**config.mk**
```make
export PLATFORM = sky130hd
export DESIGN_NAME = mc_irq_ctrl
export DESIGN_NICKNAME = d
export VERILOG_FILES = /design/src/rtl/mc_irq_pkg.sv /design/src/rtl/mc_irq_prio_enc.sv /design/src/rtl/mc_irq_ctrl.sv
export SDC_FILE = /design/constraint.sdc
export NUM_CORES = 1
export LEC_CHECK = 0
export ABC_CLOCK_PERIOD_IN_PS = 2100
export BUFFER_PORTS_ARGS = -buffer_cell sky130_fd_sc_hd__buf_2
export CAP_MARGIN = 20
export CORE_UTILIZATION = 30
export CTS_BUF_LIST = sky130_fd_sc_hd__clkbuf_4 sky130_fd_sc_hd__clkbuf_8
export CTS_CLUSTER_SIZE = 12
export DETAILED_ROUTE_END_ITERATION = 6
export PLACE_DENSITY = 0.56
export SLEW_MARGIN = 20
export SYNTH_ARGS = -nofsm -noshare
export SYNTH_HDL_FRONTEND = slang
export SYNTH_SLANG_ARGS = --single-unit
```
**constraint.sdc**
```tcl
create_clock -name clk -period 2.1 [get_ports clk]
set_clock_uncertainty 0.15 [all_clocks]
set_input_delay 0.42 -clock clk [delete_from_list [all_inputs] [get_ports clk]]
set_output_delay 0.42 -clock clk [all_outputs]
set_load 0.05 [all_outputs]
```
**src/rtl/mc_irq_pkg.sv**
```systemverilog
// Shared types and defaults for the mc_irq_ctrl interrupt controller.
// Holds the request FSM state type, default vector layout and the index-width helper.
package mc_irq_pkg;

  typedef enum logic {
    ST_IDLE = 1'b0,
    ST_REQ  = 1'b1
  } irq_state_e;

  localparam logic [31:0] DEF_VEC_BASE   = 32'h0000_0100;
  localparam int          DEF_VEC_STRIDE = 4;
  localparam logic [31:0] DEF_NMI_VEC    = 32'h0000_0080;

  // A single line still needs a 1-bit index so ports never collapse to zero width.
  function automatic int idx_w(input int n);
    return (n > 1) ? $clog2(n) : 1;
  endfunction

endpackage

```
**src/rtl/mc_irq_prio_enc.sv**
```systemverilog
// Lowest-index-first priority encoder with a valid flag.
// Used both for picking the winning request and for locating the highest-priority in-service line.
module mc_irq_prio_enc
  import mc_irq_pkg::*;
#(
  parameter int N  = 8,
  parameter int IW = idx_w(N)
) (
  input  logic [N-1:0]  req_i,
  output logic          valid_o,
  output logic [IW-1:0] idx_o
);

  // Scanning downward lets the lowest set index overwrite any higher one.
  always_comb begin
    valid_o = 1'b0;
    idx_o   = '0;
    for (int i = N - 1; i >= 0; i--) begin
      if (req_i[i]) begin
        valid_o = 1'b1;
        idx_o   = IW'(i);
      end
    end
  end

endmodule

```
**src/rtl/mc_irq_ctrl.sv**
```systemverilog
// Interrupt controller: edge-latched maskable lines with fixed priority, one NMI, vectoring and in-service tracking.
// Build option IRQ_NESTING_EN: higher-priority maskable lines may preempt in-service ones.
//   state   | meaning
//   ST_IDLE | no request presented; winner captured when anything is eligible
//   ST_REQ  | req_o high, outputs frozen until ack_i
module mc_irq_ctrl
  import mc_irq_pkg::*;
#(
  parameter int               NUM_IRQ    = 8,
  parameter int               VEC_W      = 32,
  parameter logic [VEC_W-1:0] VEC_BASE   = VEC_W'(DEF_VEC_BASE),
  parameter int               VEC_STRIDE = DEF_VEC_STRIDE,
  parameter logic [VEC_W-1:0] NMI_VEC    = VEC_W'(DEF_NMI_VEC)
) (
  input  logic                        clk,
  input  logic                        rst_n,
  input  logic [NUM_IRQ-1:0]          irq_i,
  input  logic                        nmi_i,
  input  logic                        gie_i,
  input  logic                        mask_we_i,
  input  logic [NUM_IRQ-1:0]          mask_wdata_i,
  output logic                        req_o,
  output logic                        req_nmi_o,
  output logic [VEC_W-1:0]            vector_o,
  output logic [idx_w(NUM_IRQ)-1:0]   id_o,
  input  logic                        ack_i,
  input  logic                        eret_i,
  output logic [NUM_IRQ-1:0]          pending_o,
  output logic [NUM_IRQ-1:0]          in_service_o,
  output logic [NUM_IRQ-1:0]          mask_o
);

  localparam int IW = idx_w(NUM_IRQ);

  irq_state_e         state_q;
  logic               req_q, req_nmi_q;
  logic [IW-1:0]      id_q;
  logic [VEC_W-1:0]   vector_q;

  logic [NUM_IRQ-1:0] prev_irq_q, pending_q, in_service_q, mask_q;
  logic [NUM_IRQ-1:0] pending_d, in_service_d;
  logic               prev_nmi_q, nmi_pend_q, nmi_active_q, armed_q;
  logic               nmi_pend_d, nmi_active_d;

  logic [NUM_IRQ-1:0] irq_rise, allow, elig, ack_clr, eret_clr;
  logic               nmi_rise, nmi_elig, ack_fire, ack_nmi, eret_nmi;
  logic               win_valid, isr_valid;
  logic [IW-1:0]      win_idx, isr_idx;
  logic [VEC_W-1:0]   win_vec;

  // armed_q masks the first sample after reset so a line held high through release is not an edge.
  assign irq_rise = armed_q ? (irq_i & ~prev_irq_q) : '0;
  assign nmi_rise = armed_q & nmi_i & ~prev_nmi_q;

  assign ack_fire = (state_q == ST_REQ) && ack_i;
  assign ack_nmi  = ack_fire && req_nmi_q;
  assign eret_nmi = eret_i && nmi_active_q;

  mc_irq_prio_enc #(.N(NUM_IRQ), .IW(IW)) u_isr_enc (
    .req_i   (in_service_q),
    .valid_o (isr_valid),
    .idx_o   (isr_idx)
  );

  always_comb begin
    allow = '1;
`ifdef IRQ_NESTING_EN
    for (int i = 0; i < NUM_IRQ; i++) begin
      allow[i] = !isr_valid || (IW'(i) < isr_idx);
    end
`else
    if (isr_valid || nmi_active_q) allow = '0;
`endif
  end

  assign elig     = pending_q & mask_q & {NUM_IRQ{gie_i}} & allow;
  assign nmi_elig = nmi_pend_q & ~nmi_active_q;

  mc_irq_prio_enc #(.N(NUM_IRQ), .IW(IW)) u_win_enc (
    .req_i   (elig),
    .valid_o (win_valid),
    .idx_o   (win_idx)
  );

  assign win_vec = VEC_BASE + (VEC_W'(win_idx) * VEC_W'(VEC_STRIDE));

  always_comb begin
    ack_clr  = '0;
    eret_clr = '0;
    if (ack_fire && !req_nmi_q) ack_clr[id_q] = 1'b1;
    if (eret_i && !nmi_active_q && isr_valid) eret_clr[isr_idx] = 1'b1;
  end

  // Sets are OR-ed in after clears so a same-cycle set always wins.
  assign pending_d    = (pending_q & ~ack_clr) | irq_rise;
  assign in_service_d = (in_service_q & ~eret_clr) | ack_clr;
  assign nmi_pend_d   = (nmi_pend_q & ~ack_nmi) | nmi_rise;
  assign nmi_active_d = (nmi_active_q & ~eret_nmi) | ack_nmi;

  always_ff @(posedge clk or negedge rst_n) begin
    if (!rst_n) begin
      prev_irq_q   <= '0;
      prev_nmi_q   <= 1'b0;
      armed_q      <= 1'b0;
      pending_q    <= '0;
      in_service_q <= '0;
      mask_q       <= '0;
      nmi_pend_q   <= 1'b0;
      nmi_active_q <= 1'b0;
    end else begin
      prev_irq_q   <= irq_i;
      prev_nmi_q   <= nmi_i;
      armed_q      <= 1'b1;
      pending_q    <= pending_d;
      in_service_q <= in_service_d;
      nmi_pend_q   <= nmi_pend_d;
      nmi_active_q <= nmi_active_d;
      if (mask_we_i) mask_q <= mask_wdata_i;
    end
  end

  always_ff @(posedge clk or negedge rst_n) begin
    if (!rst_n) begin
      state_q   <= ST_IDLE;
      req_q     <= 1'b0;
      req_nmi_q <= 1'b0;
      id_q      <= '0;
      vector_q  <= '0;
    end else begin
      case (state_q)
        ST_IDLE: begin
          if (nmi_elig || win_valid) begin
            state_q <= ST_REQ;
            req_q   <= 1'b1;
            if (nmi_elig) begin
              req_nmi_q <= 1'b1;
              id_q      <= '0;
              vector_q  <= NMI_VEC;
            end else begin
              req_nmi_q <= 1'b0;
              id_q      <= win_idx;
              vector_q  <= win_vec;
            end
          end
        end
        ST_REQ: begin
          if (ack_i) begin
            state_q <= ST_IDLE;
            req_q   <= 1'b0;
          end
        end
        default: begin
          state_q <= ST_IDLE;
          req_q   <= 1'b0;
        end
      endcase
    end
  end

  assign req_o        = req_q;
  assign req_nmi_o    = req_nmi_q;
  assign id_o         = id_q;
  assign vector_o     = vector_q;
  assign pending_o    = pending_q;
  assign in_service_o = in_service_q;
  assign mask_o       = mask_q;

endmodule
```
==> results.yml <==
power_and_ir_drop:
  leakage_nw: 1.223
  ir_drop_uv: 632.3
  powerDensity_nw_per_um2: 1392
  power.total_mw: 3.388
placement:
  hpwl_mm: 3.536
  port_buffers: 56
  placed_area_um2: 2326
  gp_congestion: 0.7554
detailed_routing:
  drt-met1-wl_mm: 2.090
  wl_per_cell_um: 13.15
  vias_per_cell: 4.574
  dr.pass1.iters: 6
  ant_nets: 0
  wl_met3_um: 324
  dr.max_layer_used: "met4"
  drcViolationCount: 13
  wirelength_mm: 4.419
  num_vias: 1537
  dr.first_iter.drc_count: 59
  wl_met2_mm: 1.944
sta:
  slew-limit-headroom: 0.6698
  finalSetupViolations: 0
  setup-tns-final_ps: 0
  post-route-period-util: 0.9699
  max_freq_mhz: 491.0
  worst_pin_slew_ps: 490.2
  finalMaxSlewViolations: 0
  period_needed_ps: 2037
  hold_violations: 0
floorplanning:
  initial_core_util: 0.3164
  fp.dieH_um: 84.53
  row_count: 29
  core_area_um2: 6459
  design.die.area_um2: 7144
  ioPinCount: 84
  die_w_um: 84.53
final_layout:
  layout_commonest_cell: "buf_2"
  fin_area_um2: 2434
  layout_common_cells: "buf_2 (56), dfrtp_1 (38), conb_1 (28)"
  finish.utilization: 0.3768
  fillCellCount: 687
  drive_gt1_frac: 0.3475
  synthToLayoutAreaGrowth_pct: 19.11
  final_nets: 281
  n_antenna_cell: 0
critical_path:
  required_ps: 2130
  worst-path-max-fanout: 6
  start_kind: "flip-flop"
  critPathKind: "flip-flop to flip-flop"
  end_kind: "flip-flop"
  cp.arrival_ps: 2070
clock_network:
  htree_levels: 2
  cts_buffer_depth: 2
  cts-root-buf: "clkbuf_8"
  clkTransAtPathRegs_ps: 80
  cts_sinks: 43
  cts_made_buffers: 5
  clock_latency_ps: 290
  cts_tree: "yes"
synth:
  syn_inst: 196
  synth_area_leader_cell: "dfrtp_1"
  ys_warn_count: 0
  netlist_area_um2: 2043
  synth.top_cell.area_share: 0.5266
  synth.distinct_cells: 35
  ys_ff_latch: 43
  yosys-top-cells-area: "dfrtp_1 (53%), buf_4 (11%), nand2_1 (4.8%), mux2_2 (4.4%), a32o_1 (3.9%)"
  ys_seq_area_frac: 0.5266
  avgSynthCellArea_um2: 10.42
grt:
  antenna_found_initial: 0
  first_global_vias: 1540
  grt_pass1_wl_mm: 7.417
  track_usage: 0.1337
  grt_max_degree: 24
  grt_overflow: 0
run_status:
  status: "finished with violations"
  violations: "DRC"
run:
  max_cap_viol_count: 0
worst_hold_path:
  min_path_type: "primary input to flip-flop"
[final cells by class]
class / count / area (µm²) / share of cell area
timing repair buffer: 62 / 340.3 / 0.1398
clock buffer: 5 / 68.82 / 0.02828
multi-input combinational: 130 / 770.7 / 0.3167
sequential: 43 / 1082 / 0.4447
inverter: 16 / 60.06 / 0.02468
clock inverter: 3 / 15.01 / 0.006170
tap: 77 / 96.34 / 0.03959
[report_power, final]
part	leakage [nW]	total (mW)	internal (mW)	switching (mW)
combinational	0.678	1.68	0.489	1.19
sequential	0.497	1.21	1.01	0.197
clock	0.0477	0.498	0.228	0.271
[through the flow]
stage               cells  hold slack (ps)  worst slack [ps]
floorplan             222           -25.59             18.69
global placement      326            267.8             109.8
detailed placement    326            273.7             69.92
CTS                   335            82.22             46.58
global route          336            71.28            -5.170
finish                336            93.95             63.17
[worst max-delay path, cell delays in order (launching register included)]
cell and delay (ps):
dfrtp_2 440, or4_4 560, nor2_4 190, nand3_1 150, nand3_2 130, mux2_4 300
[worst paths after layout]
| kind | start | endpoint | slack (ps) | cells past startpoint |
|---|---|---|---|---|
| max | in_service_o[1] | id_o[0] | 60 | 5 |
| min | irq_i[7] | prev_irq_q[7] | 90 | 1 |
| max reg2reg | in_service_o[1] | id_o[0] | 60 | 5 |
| min reg2reg | prev_irq_q[6] | pending_o[6] | 280 | 1 |
| max in group asynchronous | rst_n | prev_irq_q[3] | 830 | 3 |
| min in group asynchronous | rst_n | prev_irq_q[0] | 480 | 2 |
[synth_stat cells, drive strengths merged]
master,n
inv,16
nor2,7
o41ai,1
mux2i,1
o211ai,1
a22o,1
a2bb2oi,1
a21oi,5
or4,2
nor3b,1
nand2,26
dfrtp,43
mux2,9
a22oi,2
nand4,3
nand2b,3
nand3b,1
and3,1
clkbuf,2
a21boi,1
nor4b,2
nor3,2
a31oi,2
buf,31
nand3,8
conb,2
o21a,2
a32o,8
o21ai,12
[timing repair]
action / CTS / global route
setup endpoints to repair: 0 / 3
hold endpoints to repair: 20 / 0
gates resized for setup: 0 / 1
hold buffers: 1 / 0
setup buffers: 0 / 1
[per-layer routing]
metal,global-route usage,vias up
li1,-,745
met1,0.1811,715
met2,0.2033,68
met3,0.04326,9
met4,0.04314,0
met5,0,-
[registers in the layout (all words and copies together), names as in the netlist]
| register | count |
|---|---|
| armed_q | 1 |
| id_o | 2 |
| in_service_o | 8 |
| mask_o | 8 |
| nmi_active_q | 1 |
| nmi_pend_q | 1 |
| pending_o | 8 |
| prev_irq_q | 8 |
| prev_nmi_q | 1 |
| req_o | 1 |
| state_q | 1 |
| vector_o | 3 |
[cell families after synthesis]
kind of cell           Yosys count  share of synthesized area
multiplexers                    10                    0.05634
other                            2                   0.003676
AO/OA/AOI/OAI                   36                     0.1237
buffers and inverters           49                     0.1470
flip-flops                      43                     0.5266
AND/OR/NAND/NOR                 56                     0.1427
(Power assumes the default switching activity.)
